### config.mk
export PLATFORM = sky130hd
export DESIGN_NAME = bash_f_const_rev_gen
export DESIGN_NICKNAME = d
export VERILOG_FILES = /design/src/rtl/bash_f_const_rev_gen.sv
export SDC_FILE = /design/constraint.sdc
export NUM_CORES = 1
export LEC_CHECK = 0
export ABC_AREA = 1
export CAP_MARGIN = 5
export CORE_MARGIN = 1
export CORE_UTILIZATION = 50
export CTS_CLUSTER_SIZE = 30
export DETAILED_ROUTE_END_ITERATION = 10
export GPL_ROUTABILITY_DRIVEN = 0
export GPL_TIMING_DRIVEN = 1
export PLACE_DENSITY = 0.74
export SLEW_MARGIN = 30
export SYNTH_ARGS = -nofsm -noshare
export SYNTH_HDL_FRONTEND = slang
export SYNTH_SLANG_ARGS = --single-unit
### constraint.sdc
create_clock -name clk_i -period 5.8 [get_ports clk_i]
set_clock_uncertainty 0.1 [all_clocks]
set_input_delay 1.16 -clock clk_i [delete_from_list [all_inputs] [get_ports clk_i]]
set_output_delay 1.16 -clock clk_i [all_outputs]
set_load 0.03 [all_outputs]
### src/rtl/bash_f_const_rev_gen.sv
// Reverse-order round-constant generator for the bash-f permutation.
// Starts from the seed C1 and steps forward to C_ROUNDS. It then walks back
// down to C1, issuing one constant per valid/ready handshake.
// Optional self-check: define BASH_CONST_REV_CHECK_EN to build the end-of-run
// comparator that drives err_o. When it is undefined, err_o is tied low.
module bash_f_const_rev_gen #(
  parameter int unsigned ROUNDS  = 24,
  parameter logic [63:0] C_FIRST = 64'hB194BAC80A08F53B
) (
  input  logic                            clk_i,
  input  logic                            rst_ni,
  input  logic                            start_i,
  output logic                            ready_o,
  output logic [63:0]                     const_o,
  output logic                            const_valid_o,
  input  logic                            const_ready_i,
  output logic [$clog2(ROUNDS+1)-1:0]     round_o,
  output logic                            last_o,
  output logic                            done_o,
  output logic                            err_o
);

  localparam int RW = $clog2(ROUNDS + 1);

  // Convert between byte-ordered port form and the integer view (self-inverse).
  function automatic logic [63:0] bswap(input logic [63:0] x);
    logic [63:0] y;
    y = '0;
    for (int k = 0; k < 8; k++) y[63-8*k -: 8] = x[8*k +: 8];
    return y;
  endfunction

  localparam logic [63:0] C_BO  = 64'hAED8E07F99E12BDC;
  localparam logic [63:0] C_INT = bswap(C_BO);

  // One forward LFSR-style step, byte-ordered in and out.
  function automatic logic [63:0] f_step(input logic [63:0] b);
    logic [63:0] x;
    x = bswap(b);
    x = (x >> 1) ^ (x[0] ? C_INT : 64'd0);
    return bswap(x);
  endfunction

  // Inverse step: C has its MSB set and x >> 1 never does, so bit 63 tells
  // whether C was folded in.
  function automatic logic [63:0] i_step(input logic [63:0] b);
    logic [63:0] x;
    x = bswap(b);
    x = x[63] ? (((x ^ C_INT) << 1) | 64'd1) : (x << 1);
    return bswap(x);
  endfunction

  typedef enum logic [1:0] {IDLE, WARM, EMIT, DONE} state_t;

  state_t        state_q, state_d;
  logic [63:0]   cst_q, cst_d;
  logic [RW-1:0] cnt_q, cnt_d;
  logic          emit;

`ifdef BASH_CONST_REV_CHECK_EN
  logic err_q, err_d;
`endif

  // Next-state logic: warm up forward to C_ROUNDS, then walk back on handshakes.
  always_comb begin
    state_d = state_q;
    cst_d   = cst_q;
    cnt_d   = cnt_q;
`ifdef BASH_CONST_REV_CHECK_EN
    err_d   = err_q;
`endif
    case (state_q)
      IDLE: begin
        if (start_i) begin
          cst_d   = C_FIRST;
          cnt_d   = RW'(1);
          state_d = (ROUNDS == 1) ? EMIT : WARM;
`ifdef BASH_CONST_REV_CHECK_EN
          err_d   = 1'b0;
`endif
        end
      end
      WARM: begin
        cst_d = f_step(cst_q);
        cnt_d = cnt_q + RW'(1);
        if (cnt_q == RW'(ROUNDS - 1)) state_d = EMIT;
      end
      EMIT: begin
        if (const_ready_i) begin
          if (cnt_q > RW'(1)) begin
            cst_d = i_step(cst_q);
            cnt_d = cnt_q - RW'(1);
          end else begin
            state_d = DONE;
`ifdef BASH_CONST_REV_CHECK_EN
            // The walk back must land exactly on the seed.
            if (cst_q != C_FIRST) err_d = 1'b1;
`endif
          end
        end
      end
      DONE:    state_d = IDLE;
      default: state_d = IDLE;
    endcase
  end

  // State, constant and counter registers with synchronous reset.
  always_ff @(posedge clk_i) begin
    if (!rst_ni) begin
      state_q <= IDLE;
      cst_q   <= '0;
      cnt_q   <= '0;
    end else begin
      state_q <= state_d;
      cst_q   <= cst_d;
      cnt_q   <= cnt_d;
    end
  end

`ifdef BASH_CONST_REV_CHECK_EN
  // Sticky error flag, cleared by reset or an accepted start.
  always_ff @(posedge clk_i) begin
    if (!rst_ni) err_q <= 1'b0;
    else         err_q <= err_d;
  end
  assign err_o = err_q;
`else
  assign err_o = 1'b0;
`endif

  // Outputs decode registered state only; nothing depends on const_ready_i.
  assign emit          = (state_q == EMIT);
  assign ready_o       = (state_q == IDLE);
  assign const_valid_o = emit;
  assign const_o       = emit ? cst_q : '0;
  assign round_o       = emit ? cnt_q : '0;
  assign last_o        = emit && (cnt_q == RW'(1));
  assign done_o        = (state_q == DONE);

endmodule
==> results of run 1 <==
==> per-layer routing <==
| layer | up-vias | GRT usage (%) | routed length (microns) |
|---|---|---|---|
| li1 | 2466 | - | - |
| met1 | 2242 | 36.5 | 5650 |
| met2 | 215 | 46.9 | 6170 |
| met3 | 12 | 4.72 | 997 |
| met4 | 0 | 7.35 | 111 |
| met5 | - | 0 | 0 |
==> final timing paths <==
check / endpoint / slack (ps) / cells past startpoint
max: const_o[7] / 1320 / 5
min: cst_q[54] / 390 / 2
max reg2reg: cst_q[56] / 1860 / 11
min reg2reg: cst_q[54] / 390 / 2
==> critical path: stages, from the launching register on <==
cell             delay (ps)
dfxtp_1                 340
inv_1                   110
ha_2                    800
nand2_1                 160
inv_1                   630
clkdlybuf4s50_1         810
==> power breakdown <==
| part | internal [mW] | switching (mW) | leakage (nW) | total, mW |
|---|---|---|---|---|
| combinational | 0.359 | 0.816 | 2.02 | 1.18 |
| sequential | 0.609 | 0.130 | 0.582 | 0.739 |
| clock | 0.221 | 0.194 | 0.105 | 0.415 |
==> kinds of logic (layout without fill, tap and decap cells) <==
kind of cell | Yosys count | in the layout
compound gates | 194 | 194
flops | 71 | 71
other cells | 1 | 1
xor+xnor | 13 | 13
buf+inv | 144 | 188
fa+ha+maj | 8 | 8
simple gates | 334 | 334
==> stage by stage <==
step	setup slack (ps)	total power, mW	hold slack, ps	utilization [%]
6_report	1320	2.33	386	62.0
5_1_grt	1090	2.51	407	62.0
4_1_cts	1340	2.32	388	62.0
3_5_place_dp	1670	1.91	376	59.6
3_3_place_gp	1750	1.88	368	59.6
2_1_floorplan	2410	1.68	357	-
==> sequential cells by signal (all words and copies together) (netlist names) <==
register  count
cnt_q         5
cst_q        64
state_q       2
==> final cells by class <==
type,count,area share (%)
Inverter,90,6.16
Timing Repair Buffer,82,14.7
Clock inverter,5,1.03
Tap cell,108,2.46
Sequential cell,71,25.9
Clock buffer,11,2.76
Multi-Input combinational cell,550,46.9
==> cell usage after synthesis (2+ instances only) <==
cell type / number / area, sq um
nand4_1: 2 / 12.5
a21oi_1: 85 / 425
xnor2_1: 13 / 114
nand2_2: 13 / 81.3
inv_2: 4 / 15.0
inv_1: 85 / 319
buf_6: 6 / 67.6
a21oi_2: 10 / 87.6
buf_1: 2 / 7.51
clkbuf_1: 23 / 86.3
buf_4: 6 / 45.0
dfxtp_1: 71 / 1420
o21ai_0: 95 / 475
nor2_1: 53 / 199
o22ai_1: 4 / 25.0
nand3_1: 10 / 50.1
ha_1: 8 / 100
buf_2: 16 / 80.1
nand2_1: 250 / 938
==> layout by cell type (no fill, tap or decap), drive strengths merged, types with 2 or more instances in the layout <==
cell type and count:
buf 6, clkinv 4, inv 89, nor2 55, clkdlybuf4s50 76, o22ai 4
clkbuf 11, xnor2 13, nor3 2, o21ai 95, nand2 264, a21oi 95
nand4 2, nand3 10, ha 8, dfxtp 71
==> results.yml, run 1 <==
cts:
  hold_buffers: 0
  post_cts_resize_count: 0
  clockBufferDepth: 2
  clkLatencyLatePin_ps: 350
  cts-buffers-inserted: 9
  clkSinkCount: 71
  post-cts-setup-buffers: 0
  cts_tree: "yes"
  clkTransAtPathRegs_ps: 80
  clockRootBuffer: "clkbuf_8"
  h-tree-depth: 3
sta:
  drv_slew: 0
  worstMarginPinSlew_ps: 985
  rsz0062_at_grt: "false"
  timing.final.crit_share_pct: 77.2
  fmax_mhz: 223
  maxSlewHeadroom_pct: 34.3
  tns_ps: 0
  hold_viol: 0
  setup_violations: 0
  post-route-min-period_ps: 4480
place:
  dp_cells: 901
  numPortBuffers: 76
  placement.cell_area_sq_um: 5280
  dp_hpwl_microns: 7870
floorplanning:
  core-area_sq_um: 8850
  die_y_microns: 98.3
  dieArea_sq_um: 9660
  initial_utilization_pct: 52.4
  io_pins: 78
  die_w_microns: 98.3
  core.rowCount: 34
run:
  maxCapViolCount: 0
global_route:
  grt_usage_pct: 27.7
  grt-ovfl-total: 0
  antenna_found_initial: 0
  grt_pass1_wl_microns: 21900
  grt_max_degree: 60
  first_global_vias: 4603
power_and_ir_drop:
  p_leak_nw: 2.71
  p_per_area_nw_per_um2: 425
  ir_worst_vdd_mv: 0.240
cells_and_area:
  final_cell_count_no_fill: 917
  syn_to_final_growth_pct: 18.2
  fin_area_sq_um: 5480
  drive_above_1_share_pct: 6.80
  multi_input_area_sq_um: 2570
  fillers: 855
  regArea_sq_um: 1420
  num_antenna_cells: 0
  nNetsFinal: 816
logic_synthesis:
  synth_top_family_by_area: "simple AND/OR/NAND/NOR gates"
  synth_compound_area_share_pct: 21.9
  syn-instance-count: 765
  yosysWarnings: 0
  yosysSeqAreaShare_pct: 30.7
  synth_fp_nets: 777
  synthSimpleGateAreaFrac_pct: 28.9
  synthMuxAreaShare_pct: 0
  synth-main-ff-cell: "dfxtp_1"
  ys_ff_latch: 71
  synthAdderAreaFrac_pct: 2.16
  async_flop_share_pct: 0
  avgSynthCellArea_sq_um: 6.06
  synth.cell_area_sq_um: 4640
  synth_cell_type_count: 28
  synth_edf_count: 0
  synth_xor_area_share_pct: 2.46
worst_setup_path:
  cp-startpoint: "state_q[0]"
  cp.required_ps: 4540
  worst-path-max-fanout: 45
  endpoint_kind: "output pin"
  start_kind: "flip-flop"
  worstPathArrival_ps: 3220
  path_class: "flip-flop to output pin"
  reg2reg_from: "state_q[0]"
route:
  dr.first_iter.drc_count: 418
  vias_per_cell: 5.38
  vias: 4935
  drcViolationCount: 3
  wl_per_cell_microns: 14.1
  routed_wl_microns: 12900
  first_pass_iters: 10
  ant_nets: 0
status:
  violations: "design-rule violations"
  outcome: "finished with violations"
hold_path:
  holdCritPathClass: "flip-flop to flip-flop"
  hold_start: "cst_q[54]"
No activity file was read; power rests on OpenSTA's default activity.
==> inputs of run 2 (changes only) <==
==> constraint.sdc (replaced) <==
create_clock -name clk_i -period 4.4 [get_ports clk_i]
set_clock_uncertainty 0.1 [all_clocks]
set_input_delay 0.88 -clock clk_i [delete_from_list [all_inputs] [get_ports clk_i]]
set_output_delay 0.88 -clock clk_i [all_outputs]
set_load 0.03 [all_outputs]
==> results.yml, run 2 (synthesis gave the netlist of run 1 again) <==
status:
  outcome: "finished with violations"
  violations: "design-rule violations"
sta:
  hold_ws_ps: 387
  worstMarginPinSlew_ps: 948
  maxSlewHeadroom_pct: 36.8
  rsz0062_at_grt: "false"
  drv_slew: 0
  setup_violations: 0
  tns_ps: 0
  fmax_mhz: 248
  timing.final.crit_share_pct: 91.5
  post-route-min-period_ps: 4030
  hold_viol: 0
route:
  first_pass_iters: 8
  drcViolationCount: 4
  routed_wl_microns: 13000
  vias: 4983
  ant_nets: 0
  wl_per_cell_microns: 14.1
  vias_per_cell: 5.39
  dr.first_iter.drc_count: 336
power_and_ir_drop:
  swShare_pct: 48.1
  p_sw_mw: 1.52
  intPower_mw: 1.64
  p_per_area_nw_per_um2: 569
  seq_power_share_pct: 30.7
  ir_worst_vdd_mv: 0.483
  p_leak_nw: 2.75
  comb_power_share_pct: 50.0
  pwr-share-clk_pct: 19.2
cells_and_area:
  fillers: 834
  largestRegisters: "cst_q x64, cnt_q x5, state_q x2"
  nNetsFinal: 823
  fin_util_pct: 62.8
  syn_to_final_growth_pct: 19.9
  final_common_cell: "nand2_1"
  layout_common_cells: "250 x nand2_1, 95 x o21ai_0, 85 x inv_1, 85 x a21oi_1, 76 x clkdlybuf4s50_1"
  regMostFlops: "cst_q"
  drive_above_1_share_pct: 7.60
  largest_register_ffs: 64
  num_antenna_cells: 0
place:
  dp_hpwl_microns: 8070
  numPortBuffers: 76
worst_setup_path:
  cp.required_ps: 3420
  cp-startpoint: "state_q[0]"
  endpoint_kind: "output pin"
  worstPathArrival_ps: 3050
  reg2reg_from: "state_q[0]"
  worst-path-max-fanout: 45
  start_kind: "flip-flop"
  path_class: "flip-flop to output pin"
run:
  maxCapViolCount: 0
floorplanning:
  initial_utilization_pct: 52.4
  die_w_microns: 98.3
  core.rowCount: 34
  io_pins: 78
  dieArea_sq_um: 9660
  die_y_microns: 98.3
  core-area_sq_um: 8850
global_route:
  grt_usage_pct: 27.7
  first_global_vias: 4575
  grt_max_degree: 61
  antenna_found_initial: 0
  grt-ovfl-total: 0
  grt_pass1_wl_microns: 21600
cts:
  clkSinkCount: 71
  clkLatencyLatePin_ps: 360
  hold_buffers: 0
  h-tree-depth: 3
  cts_tree: "yes"
  post_cts_resize_count: 0
  clkTransAtPathRegs_ps: 80
  cts-buffers-inserted: 9
  post-cts-setup-buffers: 0
  clockBufferDepth: 2
  clockRootBuffer: "clkbuf_8"
hold_path:
  holdCritPathClass: "flip-flop to flip-flop"
  hold_start: "cst_q[26]"
-- run 2: cell types whose count changed in the layout (fill, tap and decap cells not counted) --
cell,previous run,this run
buf_4,6,13
bufinv_16,1,2
clkinv_2,2,1
clkinv_4,1,0
clkinvlp_4,1,2
-- run 2: area by class of cell --
type | count | area, sq um | share of cell area [%]
multi-input cells | 550 | 2570 | 46.3
flip-flops and latches | 71 | 1420 | 25.6
repair buffers | 89 | 858 | 15.4
inverters | 90 | 338 | 6.08
clock buffers | 11 | 151 | 2.72
well taps | 108 | 135 | 2.43
clock inverters | 5 | 80.1 | 1.44
-- run 2: per-layer routing --
metal  global-route usage, %  vias to the layer above  wire length [microns]
met1                    36.7                     2280                   5860
met2                    44.5                      206                   5970
met5                       0                        -                      0
met3                    5.73                       21                    958
met4                    10.7                        0                    229
li1                        -                     2476                      -
-- run 2: worst paths after layout --
| check | endpoint | slack (ps) | cells past startpoint |
|---|---|---|---|
| worst max-delay path | const_o[8] | 370 | 6 |
| worst min register to register | cst_q[26] | 390 | 2 |
| worst max register to register | cst_q[63] | 1210 | 12 |
| worst min-delay path | cst_q[26] | 390 | 2 |
-- run 2: worst max-delay path: stages (launching register included) --
cell and delay, ps:
dfxtp_1 350, inv_1 120, ha_2 820, buf_4 490, nand2_1 150, inv_1 80, clkdlybuf4s50_1 660
-- run 2: stage by stage --
step                setup slack (ps)  cell area, sq um  instances  total power, mW
floorplan                       1290              4640        765             2.22
global placement                 870              5330        908             2.51
detailed placement               808              5330        908             2.54
CTS                              414              5560        924             3.15
global route                     260              5560        924             3.38
finish                           372              5560        924             3.17
-- run 2: power groups by stage --
stage,clock [mW],combinational [mW],sequential [mW]
detailed placement,0,1.55,0.983
global route,0.639,1.75,0.997
global placement,0,1.53,0.974
floorplan,0,1.29,0.929
CTS,0.619,1.56,0.968
finish,0.608,1.58,0.973
